==> config.mk <==
export PLATFORM = sky130hd
export DESIGN_NAME = anubis_dec_key_buffer
export DESIGN_NICKNAME = d
export VERILOG_FILES = /design/src/rtl/anubis_dec_key_buffer.sv
export SDC_FILE = /design/constraint.sdc
export NUM_CORES = 2
export LEC_CHECK = 0
export CAP_MARGIN = 10
export CORE_ASPECT_RATIO = 0.75
export CORE_MARGIN = 4
export CORE_UTILIZATION = 60
export DETAILED_ROUTE_END_ITERATION = 10
export GPL_ROUTABILITY_DRIVEN = 0
export PLACE_DENSITY = 0.78
export SLEW_MARGIN = 10
export SYNTH_ARGS = -nofsm -noshare
export SYNTH_HDL_FRONTEND = slang
export SYNTH_SLANG_ARGS = --single-unit
==> constraint.sdc <==
create_clock -name clk -period 34 [get_ports clk]
set_clock_uncertainty 0.1 [all_clocks]
set_input_delay 5.1 -clock clk [delete_from_list [all_inputs] [get_ports clk]]
set_output_delay 5.1 -clock clk [all_outputs]
set_load 0.02 [all_outputs]
==> src/rtl/anubis_dec_key_buffer.sv <==
// Anubis decryption key buffer: captures the forward key schedule,
// replays it in reverse order with theta applied to the inner keys.
module anubis_dec_key_buffer #(
  parameter int ROUNDS = 12,
  parameter int IDX_W  = 4
) (
  input  logic             clk,
  input  logic             reset,
  input  logic             wr_valid,
  input  logic [127:0]     wr_key,
  input  logic             rd_start,
  input  logic             rd_next,
  output logic [127:0]     rd_key,
  output logic             rd_valid,
  output logic [IDX_W-1:0] rd_round,
  output logic             full,
  output logic             busy
);

  typedef enum logic [1:0] {
    IDLE, FILL, READY, DRAIN
  } state_e;

  localparam logic [IDX_W-1:0] LAST = IDX_W'(ROUNDS);

  function automatic logic [7:0] xt(input logic [7:0] a);
    return {a[6:0], 1'b0} ^ (a[7] ? 8'h1d : 8'h00);
  endfunction

  // p[k][e] holds a[i][k] * h[e] for h = {01,02,04,06}
  function automatic logic [127:0] theta(input logic [127:0] a);
    logic [127:0] b;
    logic [7:0]   p [4][4];
    logic [7:0]   acc;
    b = '0;
    for (int i = 0; i < 4; i++) begin
      for (int k = 0; k < 4; k++) begin
        p[k][0] = a[127-8*(4*i+k) -: 8];
        p[k][1] = xt(p[k][0]);
        p[k][2] = xt(p[k][1]);
        p[k][3] = p[k][2] ^ p[k][1];
      end
      for (int j = 0; j < 4; j++) begin
        acc = '0;
        for (int k = 0; k < 4; k++)
          acc = acc ^ p[k][k^j];
        b[127-8*(4*i+j) -: 8] = acc;
      end
    end
    return b;
  endfunction

  state_e           state_q, state_d;
  logic [IDX_W-1:0] wr_ptr_q, wr_ptr_d;
  logic [IDX_W-1:0] rd_ptr_q, rd_ptr_d;
  logic [IDX_W-1:0] rd_round_q, rd_round_d;
  logic [127:0]     rd_key_q, rd_key_d;
  logic             rd_valid_q, rd_valid_d;
  logic             full_q, full_d;
  logic [127:0]     keys_q [ROUNDS+1];

  logic             we;
  logic [IDX_W-1:0] widx;
  logic [IDX_W-1:0] nidx;
  logic [127:0]     nkey;
  logic [127:0]     nkey_x;

  // Both READY->DRAIN and each advance load the key at nidx
  assign nidx   = (state_q == READY) ? LAST : rd_ptr_q - 1'b1;
  assign nkey   = keys_q[nidx];
  assign nkey_x = (nidx == LAST || nidx == '0) ? nkey
                                               : theta(nkey);

  always_comb begin
    state_d    = state_q;
    wr_ptr_d   = wr_ptr_q;
    rd_ptr_d   = rd_ptr_q;
    rd_round_d = rd_round_q;
    rd_key_d   = rd_key_q;
    rd_valid_d = rd_valid_q;
    full_d     = full_q;
    we         = 1'b0;
    widx       = wr_ptr_q;
    unique case (state_q)
      IDLE: begin
        if (wr_valid) begin
          we       = 1'b1;
          widx     = '0;
          wr_ptr_d = IDX_W'(1);
          state_d  = FILL;
        end
      end
      FILL: begin
        if (wr_valid) begin
          we       = 1'b1;
          wr_ptr_d = wr_ptr_q + 1'b1;
          if (wr_ptr_q == LAST) begin
            state_d = READY;
            full_d  = 1'b1;
          end
        end
      end
      READY: begin
        if (rd_start) begin
          state_d    = DRAIN;
          rd_ptr_d   = LAST;
          rd_key_d   = nkey_x;
          rd_valid_d = 1'b1;
          rd_round_d = '0;
        end
      end
      DRAIN: begin
        if (rd_next && rd_valid_q) begin
          if (rd_round_q == LAST) begin
            state_d    = IDLE;
            rd_valid_d = 1'b0;
            full_d     = 1'b0;
            wr_ptr_d   = '0;
            rd_ptr_d   = '0;
            rd_round_d = '0;
          end else begin
            rd_ptr_d   = nidx;
            rd_round_d = rd_round_q + 1'b1;
            rd_key_d   = nkey_x;
          end
        end
      end
      default: state_d = IDLE;
    endcase
  end

  always_ff @(posedge clk) begin
    if (reset) begin
      state_q    <= IDLE;
      wr_ptr_q   <= '0;
      rd_ptr_q   <= '0;
      rd_round_q <= '0;
      rd_key_q   <= '0;
      rd_valid_q <= 1'b0;
      full_q     <= 1'b0;
    end else begin
      state_q    <= state_d;
      wr_ptr_q   <= wr_ptr_d;
      rd_ptr_q   <= rd_ptr_d;
      rd_round_q <= rd_round_d;
      rd_key_q   <= rd_key_d;
      rd_valid_q <= rd_valid_d;
      full_q     <= full_d;
    end
  end

  always_ff @(posedge clk) begin
    if (we) keys_q[widx] <= wr_key;
  end

  assign rd_key   = rd_key_q;
  assign rd_valid = rd_valid_q;
  assign rd_round = rd_round_q;
  assign full     = full_q;
  assign busy     = (state_q == FILL) || (state_q == DRAIN);

endmodule

==> flow_summary_export.csv <==
group,metric,value,unit
timing,max_freq,0.117,GHz
yosys,synthFlopType,"edfxtp_1",
timing,min_period,8.56,ns
clocking,cts_made_buffers,164,
clocking,root_buffer,"clkbuf_16",
worst_setup_path,rrSetupSlack,26.43,ns
yosys,synth_common_cells,"edfxtp_1 (1664), mux4_2 (378), xnor2_1 (282), mux2i_1 (235), nand2_1 (208)",
worst_setup_path,cp-end-kind,"register",
status,status,"complete, no violations",
worst_setup_path,cp_slowest_stage_delay,0.76,ns
hold_path,worstHoldPathType,"register to register",
route,wl,191000,um
yosys,syn_avg_cell_area,18.6,um^2
route,vias,39612,
clocking,postCtsResizedCells,0,
placed_design,dp_hpwl,117000,um
yosys,synthTopCellsByArea,"edfxtp_1 (67%), mux4_2 (11%), dfxtp_1 (3.9%)",
timing,maxSlewHeadroom,15.5,%
yosys,syn-cell-area,0.0741,mm^2
route,drt-vias-per-instance,6.51,
worst_setup_path,critPathCapture,"keys_q[9][78]",
global_route,grt_pass1_vias,38908,
floorplan,die_height,312,um
yosys,synth_nets,4134,
timing,grt_setup_unrepaired,"no",
clocking,htreeDepth,4,
worst_setup_path,critical_path_class,"input pin to register",
timing,min_period_over_period,25.2,%
timing,layout_setup_ws,25.44,ns
worst_setup_path,worst_r2r_endpoint,"rd_key[100]",
yosys,ys_warn_count,0,
route,drtIter0Drc,5645,
yosys,ys_types,77,
yosys,synth_seq_cells,1808,
clocking,cts_sinks,1808,
cells_and_area,fillers,7668,
cells_and_area,register_area,0.0529,mm^2
placed_design,numPortBuffers,267,
power,ir_drop,0.000109,V
floorplan,die_area,0.129,mm^2
worst_setup_path,startpoint_type,"input pin",
clocking,cts_tree,"done",
cells_and_area,stdcell_count,6082,
yosys,postSynth.asyncResetShare,0,%
worst_setup_path,crit_chain,"clkdlybuf4s50_1 -> inv_1 -> nor3_1 -> nand3_1 -> nor2_4 -> buf_4 -> buf_4 -> buf_4",
worst_setup_path,cpMaxStageDelayCell,"buf_4",
yosys,ys_seq_area_share,71.3,%
yosys,synth_top_area_share,67.4,%
cells_and_area,nNetsFinal,4442,
route,ant_nets,0,
global_route,grt_max_degree,129,
clocking,insertion_delay,0.81,ns
worst_setup_path,r2r_cells,15,
worst_setup_path,worst-path-max-fanout,49,
floorplan,core_area,0.122,mm^2
power,power_density,111,mW/mm^2
yosys,syn_inst,3991,
worst_setup_path,worstPathRequired,34.32,ns
clocking,cts.clk_slew.worst_paths,0.06,ns
yosys,synth_edf_count,1664,
timing,setup_viol,0,
floorplan,num_io_pins,268,
hold_path,hold_start,"rd_round[3]",
timing,hold_violations,0,
cells_and_area,multi_input_area,0.0201,mm^2
clocking,ctsHoldBuffers,0,
clocking,post_cts_buffers,0,
worst_setup_path,timing.critical_path.from,"wr_valid",
worst_setup_path,r2r-start,"rd_ptr_q[0]",
yosys,synth_top_area_cell,"edfxtp_1",
route,dr.pass1.iters,6,
timing,tightest_slew,1.23,ns
placed_design,dp_cells,5771,
placed_design,pre_cts_ws,24.69,ns
global_route,grt_overflow,0,
worst_setup_path,crit_arrival,8.88,ns
global_route,grt_usage,29.8,%
route,wl_per_cell,31.4,um
worst_setup_path,cp_common_cell,"buf_4",
cells_and_area,finalInstanceArea,0.0838,mm^2
placed_design,dpl_cell_area,0.0785,mm^2
yosys,yosysMostFrequentCell,"edfxtp_1",
floorplan,row_count,111,
power,power,9.29,mW
floorplan,die_w,414,um
floorplan,start_util,60.6,%
timing,fin_setup_tns,0,ns
global_route,grt_pass1_wl,277000,um
global_route,grt_antenna_before_repair,14,
clocking,max-clock-path-buffers,3,
route,route.detailed.drc,0,
run,max_cap_violations,0,
cells_and_area,drive_gt1_share,17.1,%
timing,slew_viol_final,0,
power,p_leak,27.0,nW
cells_and_area,areaGrowthSynthToFinish,13.1,%
-- critical path: cells and delay by family --
kind          cells  cell delay, ns
buf+inv           5            2.83
simple gates      3            0.78
-- final cells by class --
type                    count  area share, %
flip-flops and latches   1808           63.1
multi-input cells        1928           24.0
clock buffers             224           5.38
repair buffers            354           4.02
well taps                1638           2.45
clock inverters            78          0.873
inverters                  43          0.193
diodes                      9         0.0269
-- kinds of logic (layout without fill, tap and decap cells) --
group,Yosys count,in the layout,share of synthesized area (%)
adder cells (fa/ha/maj),10,10,0.169
buffers and inverters,255,699,1.79
flip-flops,1808,1808,71.3
AND/OR/NAND/NOR,528,528,3.21
XOR/XNOR,422,422,5.46
multiplexers,619,619,14.8
other,0,9,0
AO/OA/AOI/OAI,349,349,3.32
-- metal layers --
metal,vias up,GRT usage [%],part of all wire (%)
met5,-,0,0.0068
li1,16444,-,-
met4,2,9.68,3.3
met3,293,7.81,12
met2,2435,44.8,47
met1,20438,43.4,38
-- stage by stage --
step	hold slack, ns	util [%]
after floorplan	0.408	-
after global placement	0.400	64.2
after detailed placement	0.394	64.2
after CTS	0.402	68.5
after global routing	0.435	68.5
final	0.403	68.5
-- report_power, final --
group | switching [mW] | total [mW] | internal [mW]
clock network | 0.803 | 1.82 | 1.02
registers | 0.123 | 2.67 | 2.55
logic | 2.74 | 4.80 | 2.06
-- sequential cells by signal, indices dropped and copies added, names as in the netlist --
| name | cells |
|---|---|
| wr_ptr_q | 4 |
| rd_key | 128 |
| rd_valid | 1 |
| full | 1 |
| rd_ptr_q | 4 |
| state_q | 2 |
| keys_q | 1664 |
| rd_round | 4 |
-- worst min path at each step --
| stage | depth (start not counted) | to | slack, ns |
|---|---|---|---|
| 2_1_floorplan | 2 | state_q[0] | 0.41 |
| 3_3_place_gp | 2 | rd_round[3] | 0.40 |
| 3_5_place_dp | 2 | rd_round[3] | 0.39 |
| 4_1_cts | 2 | rd_round[3] | 0.40 |
| 5_1_grt | 2 | rd_key[25] | 0.44 |
| 6_report | 2 | rd_round[3] | 0.40 |
-- cell usage in the layout (no fill, tap or decap), drive strengths merged, types with 7 or more instances in the layout --
cell              n
clkinv           57
a211oi           30
buf              88
inv              50
diode             9
a311oi           47
ha               10
a31oi            20
mux2i           236
o211a             7
mux4            378
o221ai           27
edfxtp         1664
nor2            149
clkdlybuf4s50   266
or3              59
xnor3            21
nor3             13
nand2           208
xnor2           283
and3             31
a22oi            12
xor2            116
o21ai           115
a21oi            57
clkbuf          224
bufinv           11
nand3            37
dfxtp           144
No activity file was read; power rests on OpenSTA's default activity.
